## src/rtl/piso_serializer_pkg.sv

```systemverilog
// Shared definitions for the parallel-in/serial-out transmitter.
//   state_t : FSM state encoding (IDLE=0, SHIFT=1)
//   clog2   : ceiling log2, floored at 1, used to size the bit counter
package piso_serializer_pkg;

  typedef enum logic {
    IDLE  = 1'b0,
    SHIFT = 1'b1
  } state_t;

  function automatic int unsigned clog2(input int unsigned n);
    int unsigned r;
    int unsigned v;
    r = 0;
    v = (n > 0) ? n - 1 : 0;
    while (v > 0) begin
      r = r + 1;
      v = v >> 1;
    end
    if (r == 0) r = 1;
    return r;
  endfunction

endpackage

```

## src/rtl/shift_reg_piso.sv

```systemverilog
// WIDTH-bit loadable shift register with async active-low reset.
//   clk   : rising-edge clock
//   rst_n : async reset, active low; clears q
//   load  : capture d (has priority over shift)
//   shift : move one place toward the output end, filling with sin
//   sin   : serial fill bit (0 for a transmitter, link bit for a receiver)
//   d     : parallel load data
//   q     : register contents
// DIR=1 shifts toward q[WIDTH-1]; DIR=0 shifts toward q[0].
module shift_reg_piso #(
  parameter int unsigned WIDTH = 8,
  parameter int unsigned DIR   = 1
) (
  input  logic             clk,
  input  logic             rst_n,
  input  logic             load,
  input  logic             shift,
  input  logic             sin,
  input  logic [WIDTH-1:0] d,
  output logic [WIDTH-1:0] q
);

  always_ff @(posedge clk or negedge rst_n) begin
    if (!rst_n) begin
      q <= '0;
    end else if (load) begin
      q <= d;
    end else if (shift) begin
      if (DIR != 0) q <= {q[WIDTH-2:0], sin};
      else          q <= {sin, q[WIDTH-1:1]};
    end
  end

endmodule

```

## src/rtl/piso_serializer.sv

```systemverilog
// Parallel-in/serial-out transmitter with valid/ready word input.
//   Clk      : rising-edge clock
//   Rst      : async reset, active low
//   DataIn   : parallel word, sampled only on the accept edge
//   Load     : word valid; transfer when Load & Ready
//   Ready    : combinational; idle, or retiring the last bit this cycle
//   En       : bit-rate strobe; shifting advances only when high
//   SerOut   : serial data bit (0 when idle)
//   SerValid : SerOut carries a frame bit
//   Busy     : a word is in flight
//   Done     : one-cycle registered pulse after the last bit retires
module piso_serializer
  import piso_serializer_pkg::*;
#(
  parameter int unsigned WIDTH     = 8,
  parameter int unsigned MSB_FIRST = 1
) (
  input  logic             Clk,
  input  logic             Rst,
  input  logic [WIDTH-1:0] DataIn,
  input  logic             Load,
  output logic             Ready,
  input  logic             En,
  output logic             SerOut,
  output logic             SerValid,
  output logic             Busy,
  output logic             Done
);

  localparam int unsigned     CW   = clog2(WIDTH);
  localparam logic [CW-1:0]   LAST = CW'(WIDTH - 1);

  state_t           state, state_nx;
  logic [CW-1:0]    cnt, cnt_nx;
  logic [WIDTH-1:0] shreg;
  logic             sr_load, sr_shift;
  logic             done_q, done_nx;
  logic             last;

  assign last = (cnt == LAST);

  shift_reg_piso #(
    .WIDTH (WIDTH),
    .DIR   (MSB_FIRST)
  ) u_shreg (
    .clk   (Clk),
    .rst_n (Rst),
    .load  (sr_load),
    .shift (sr_shift),
    .sin   (1'b0),
    .d     (DataIn),
    .q     (shreg)
  );

  always_ff @(posedge Clk or negedge Rst) begin
    if (!Rst) begin
      state  <= IDLE;
      cnt    <= '0;
      done_q <= 1'b0;
    end else begin
      state  <= state_nx;
      cnt    <= cnt_nx;
      done_q <= done_nx;
    end
  end

  always_comb begin
    state_nx = state;
    cnt_nx   = cnt;
    sr_load  = 1'b0;
    sr_shift = 1'b0;
    done_nx  = 1'b0;
    Ready    = 1'b0;
    SerValid = 1'b0;
    SerOut   = 1'b0;
    Busy     = 1'b0;
    case (state)
      IDLE: begin
        Ready = 1'b1;
        if (Load) begin
          sr_load  = 1'b1;
          cnt_nx   = '0;
          state_nx = SHIFT;
        end
      end
      SHIFT: begin
        SerValid = 1'b1;
        Busy     = 1'b1;
        SerOut   = (MSB_FIRST != 0) ? shreg[WIDTH-1] : shreg[0];
        if (En) begin
          if (!last) begin
            sr_shift = 1'b1;
            cnt_nx   = cnt + CW'(1);
          end else begin
            // Last bit retires this edge: a new word may be taken in the
            // same cycle so back-to-back frames have no idle gap.
            Ready   = 1'b1;
            done_nx = 1'b1;
            if (Load) begin
              sr_load = 1'b1;
              cnt_nx  = '0;
            end else begin
              state_nx = IDLE;
            end
          end
        end
      end
      default: state_nx = IDLE;
    endcase
  end

  assign Done = done_q;

endmodule

```

## config.mk

```make
export PLATFORM = sky130hd
export DESIGN_NAME = piso_serializer
export DESIGN_NICKNAME = d
export VERILOG_FILES = /design/src/rtl/piso_serializer_pkg.sv /design/src/rtl/shift_reg_piso.sv /design/src/rtl/piso_serializer.sv
export SDC_FILE = /design/constraint.sdc
export NUM_CORES = 1
export LEC_CHECK = 0
export BUFFER_PORTS_ARGS = -buffer_cell sky130_fd_sc_hd__buf_2
export CAP_MARGIN = 20
export CORE_MARGIN = 3
export CORE_UTILIZATION = 25
export CTS_BUF_LIST = sky130_fd_sc_hd__clkbuf_4
export DETAILED_ROUTE_END_ITERATION = 12
export GPL_TIMING_DRIVEN = 1
export HOLD_SLACK_MARGIN = 0.15
export PLACE_DENSITY = 0.41
export SLEW_MARGIN = 20
export SYNTH_ARGS = -nofsm -noshare
export SYNTH_HDL_FRONTEND = slang
export SYNTH_SLANG_ARGS = --single-unit
```

## constraint.sdc

```tcl
create_clock -name Clk -period 2.29 [get_ports Clk]
set_input_delay 0.458 -clock Clk [delete_from_list [all_inputs] [get_ports Clk]]
set_output_delay 0.458 -clock Clk [all_outputs]
set_load 0.05 [all_outputs]
```

==> metrics.md <==
| Metric | Value |
|---|---|
| Max Slew Vio Count | 0 |
| Least-Margin Pin Slew | 0.330 ns |
| Leading cell type in the layout, fill and taps excluded | buf_2 |
| Final Hold Vio Count | 0 |
| Clock Path Buffers | 2 |
| Max Cap Viol | 0 |
| Fmax | 0.481 GHz |
| Hold Path Class | input port to flop |
| Xor-xnor portion of the synthesized cell area | 0% |
| Commonest non-fill, non-tap cells in the layout | buf_2 (16), dfrtp_1 (13), mux2_1 (7), mux2_4 (7) |
| TritonCTS Buffers | 3 |
| IO Port Bufs | 16 |
| ANT cells | 0 |
| Clk_lat worst skew | approximately 0.28 ns |
| RD Place Congestion | 0.801 |
| Required @ worst endpoint | 1.83 ns |
| Largest family of logic cells by synthesized area | multiplexers |
| First DRT Iteration DRCs | 1 |
| Worst-path clk slew | roughly 0.08 ns |
| Final Setup Violations | 0 |
| Fillers | 267 |
| Wirelength per Cell | 12.8 um |
| Largest net degree at the start of global routing | 14 |
| Synthesized area | 717 um^2 |
| Post-DP HPWL | 999 um |
| Distinct cell type count after synthesis | 20 |
| Adder-cell area share of the yosys netlist | 5.24% |
| Final wirelength | ~1.3 mm |
| Share of cells above drive strength 1 | 43.8% |
| H-tree Lvls | 1 |
| Crit-path max FO | 4 |
| Cell count after synthesis | 53 |
| Die width | ~60 um |
| Net Count, Synth | 68 |
| Compound-gate portion of the synthesized area | 9.77% |
| Root buf cell | clkbuf_4 |
| Residual DRC | 0 |
| WP data arrival | 1.62 ns |
| Pwr/cell area | 1010 nW/um^2 |
| Synth Warn # | 0 |
| Total GRT Usage | between 8 and 9% |
| First-pass GRT wire length | 2.19 mm |
| Leak | 0.490 nW |
| Final ANT Viol Nets | 0 |
| Mux share of post-synthesis cell area | 27.1% |
| CTS tree | yes |
| Util after Layout | roughly a third |
| Clk sinks | 13 |
| Via/cell ratio | 4.40 |
| Die footprint | 3550 um^2 |
| Post-Route Skew | 0.00304 ns |
| Post_cts resized | 0 |
| Post-Place Cells | 98 |
| Crit path time final | 2.08 ns |
| DR vias | approximately 450 |
| Worst slew margin | 78.0% |
| Core Region | 2590 um^2 |
| Final period utilization | 90.9% |
| Synth Area per Inst | 13.5 um^2 |
| Non-Filler Instances | 103 |
| RSZ-0062 raised after global routing | no |
| Synthesized flop and latch total | 13 |
| Crit path kind | flop to output port |
| Status | finished, final reports clean |
| Std cell rows | 18 |
| Area added between synthesis and finish | 20.9% |
| Critical path launch point type | flop |
| I/O pin count | 17 |
| Final TNS setup | 0 ns |
| Drt first pass iters | 2 |
| Seq/Total Area, Yosys | between 40% and 50% |
| Initial antenna violation count | 0 |
| Vias in the first global route | 466 |
| Nets | 89 |
| Worst VDD drop | around 0.00042 V |
| Total global routing overflow | 0 |
| Die Ht | 59.6 um |
| Starting Density | around 28% |
| Simple-Gate Fraction of Synth Area | 9.42% |
| Crit end category | output port |
[Yosys cell counts]
cell | n | share of area, %
mux2i_1 | 1 | 1.4
o21a_1 | 1 | 1.0
a21bo_2 | 1 | 1.4
mux2_1 | 7 | 11
nor3b_1 | 1 | 1.0
nand3b_4 | 1 | 2.8
o21ai_0 | 1 | 0.70
and3_2 | 1 | 1.0
dfrtp_1 | 13 | 45
buf_4 | 1 | 1.0
ha_1 | 3 | 5.2
nor2b_1 | 1 | 0.87
a21oi_1 | 1 | 0.70
nand2_1 | 2 | 1.0
inv_1 | 4 | 2.1
mux2_4 | 7 | 15
a22o_1 | 4 | 4.9
o211ai_1 | 1 | 1.0
and2_2 | 1 | 1.0
nand2_4 | 1 | 1.6
[path summary, 6_finish.rpt]
kind / start / end / cells past startpoint / slack [ns]
max: cnt[0] / Ready / 4 / 0.21
min: DataIn[6] / u_shreg.q[6] / 2 / 0.40
max reg2reg: cnt[0] / u_shreg.q[1] / 5 / 0.49
min reg2reg: u_shreg.q[0] / u_shreg.q[0] / 2 / 0.53
max in group asynchronous: Rst / u_shreg.q[3] / 2 / 1.48
min in group asynchronous: Rst / cnt[1] / 2 / 0.58
[area by class of cell]
cell class / count / area [um^2] / area share (%)
Multi-Input combinational cell: 35 / 369 / 42.6
Sequential cell: 13 / 325 / 37.5
Timing Repair Buffer: 17 / 90.1 / 10.4
Tap cell: 30 / 37.5 / 4.33
Clock buffer: 4 / 30.0 / 3.46
Inverter: 4 / 15.0 / 1.73
[critical path, cell delays in order (launching register included)]
cell,delay [ns]
dfrtp_1,0.41
ha_1,0.23
ha_1,0.24
a21bo_2,0.24
buf_2,0.22
[per-layer routing]
layer / track usage (%) / routed length (um) / part of all wire [%]
met5: 0 / 0 / 0
met1: 12.0 / 651 / 49
met3: 4.58 / 91 / 6.9
met2: 11.9 / 561 / 43
met4: 2.85 / 12 / 0.91
[power by group]
group / switching, mW / internal (mW)
combinational: 0.160 / 0.197
clock: 0.0759 / 0.0794
sequential: 0.0541 / 0.310
[sequential cells by signal, summed over array words and instances, names as in the netlist]
signal,cells
u_shreg.q,8
Done,1
cnt,3
state,1
[through the flow]
step                      power (mW)  hold slack, ns  setup slack, ns  cell area (um^2)
after floorplan                0.654           0.162            0.528               717
after global placement         0.730           0.376            0.510               827
after detailed placement       0.728           0.367            0.495               827
after CTS                      0.893           0.392            0.202               867
after global routing           0.950           0.384            0.133               867
final                          0.877           0.405            0.209               867
[timing repair]
| action | 4_1_cts | 5_1_grt |
|---|---|---|
| setup buffers | 0 | 0 |
| endpoints found under the hold margin | 13 | 0 |
| hold buffers | 1 | 0 |
[cells by family after synthesis]
group | after synthesis
AO/OA/AOI/OAI | 9
adder cells (fa/ha/maj) | 3
buffers and inverters | 5
flip-flops | 13
multiplexers | 15
AND/OR/NAND/NOR | 8
(Power assumes the default switching activity.)
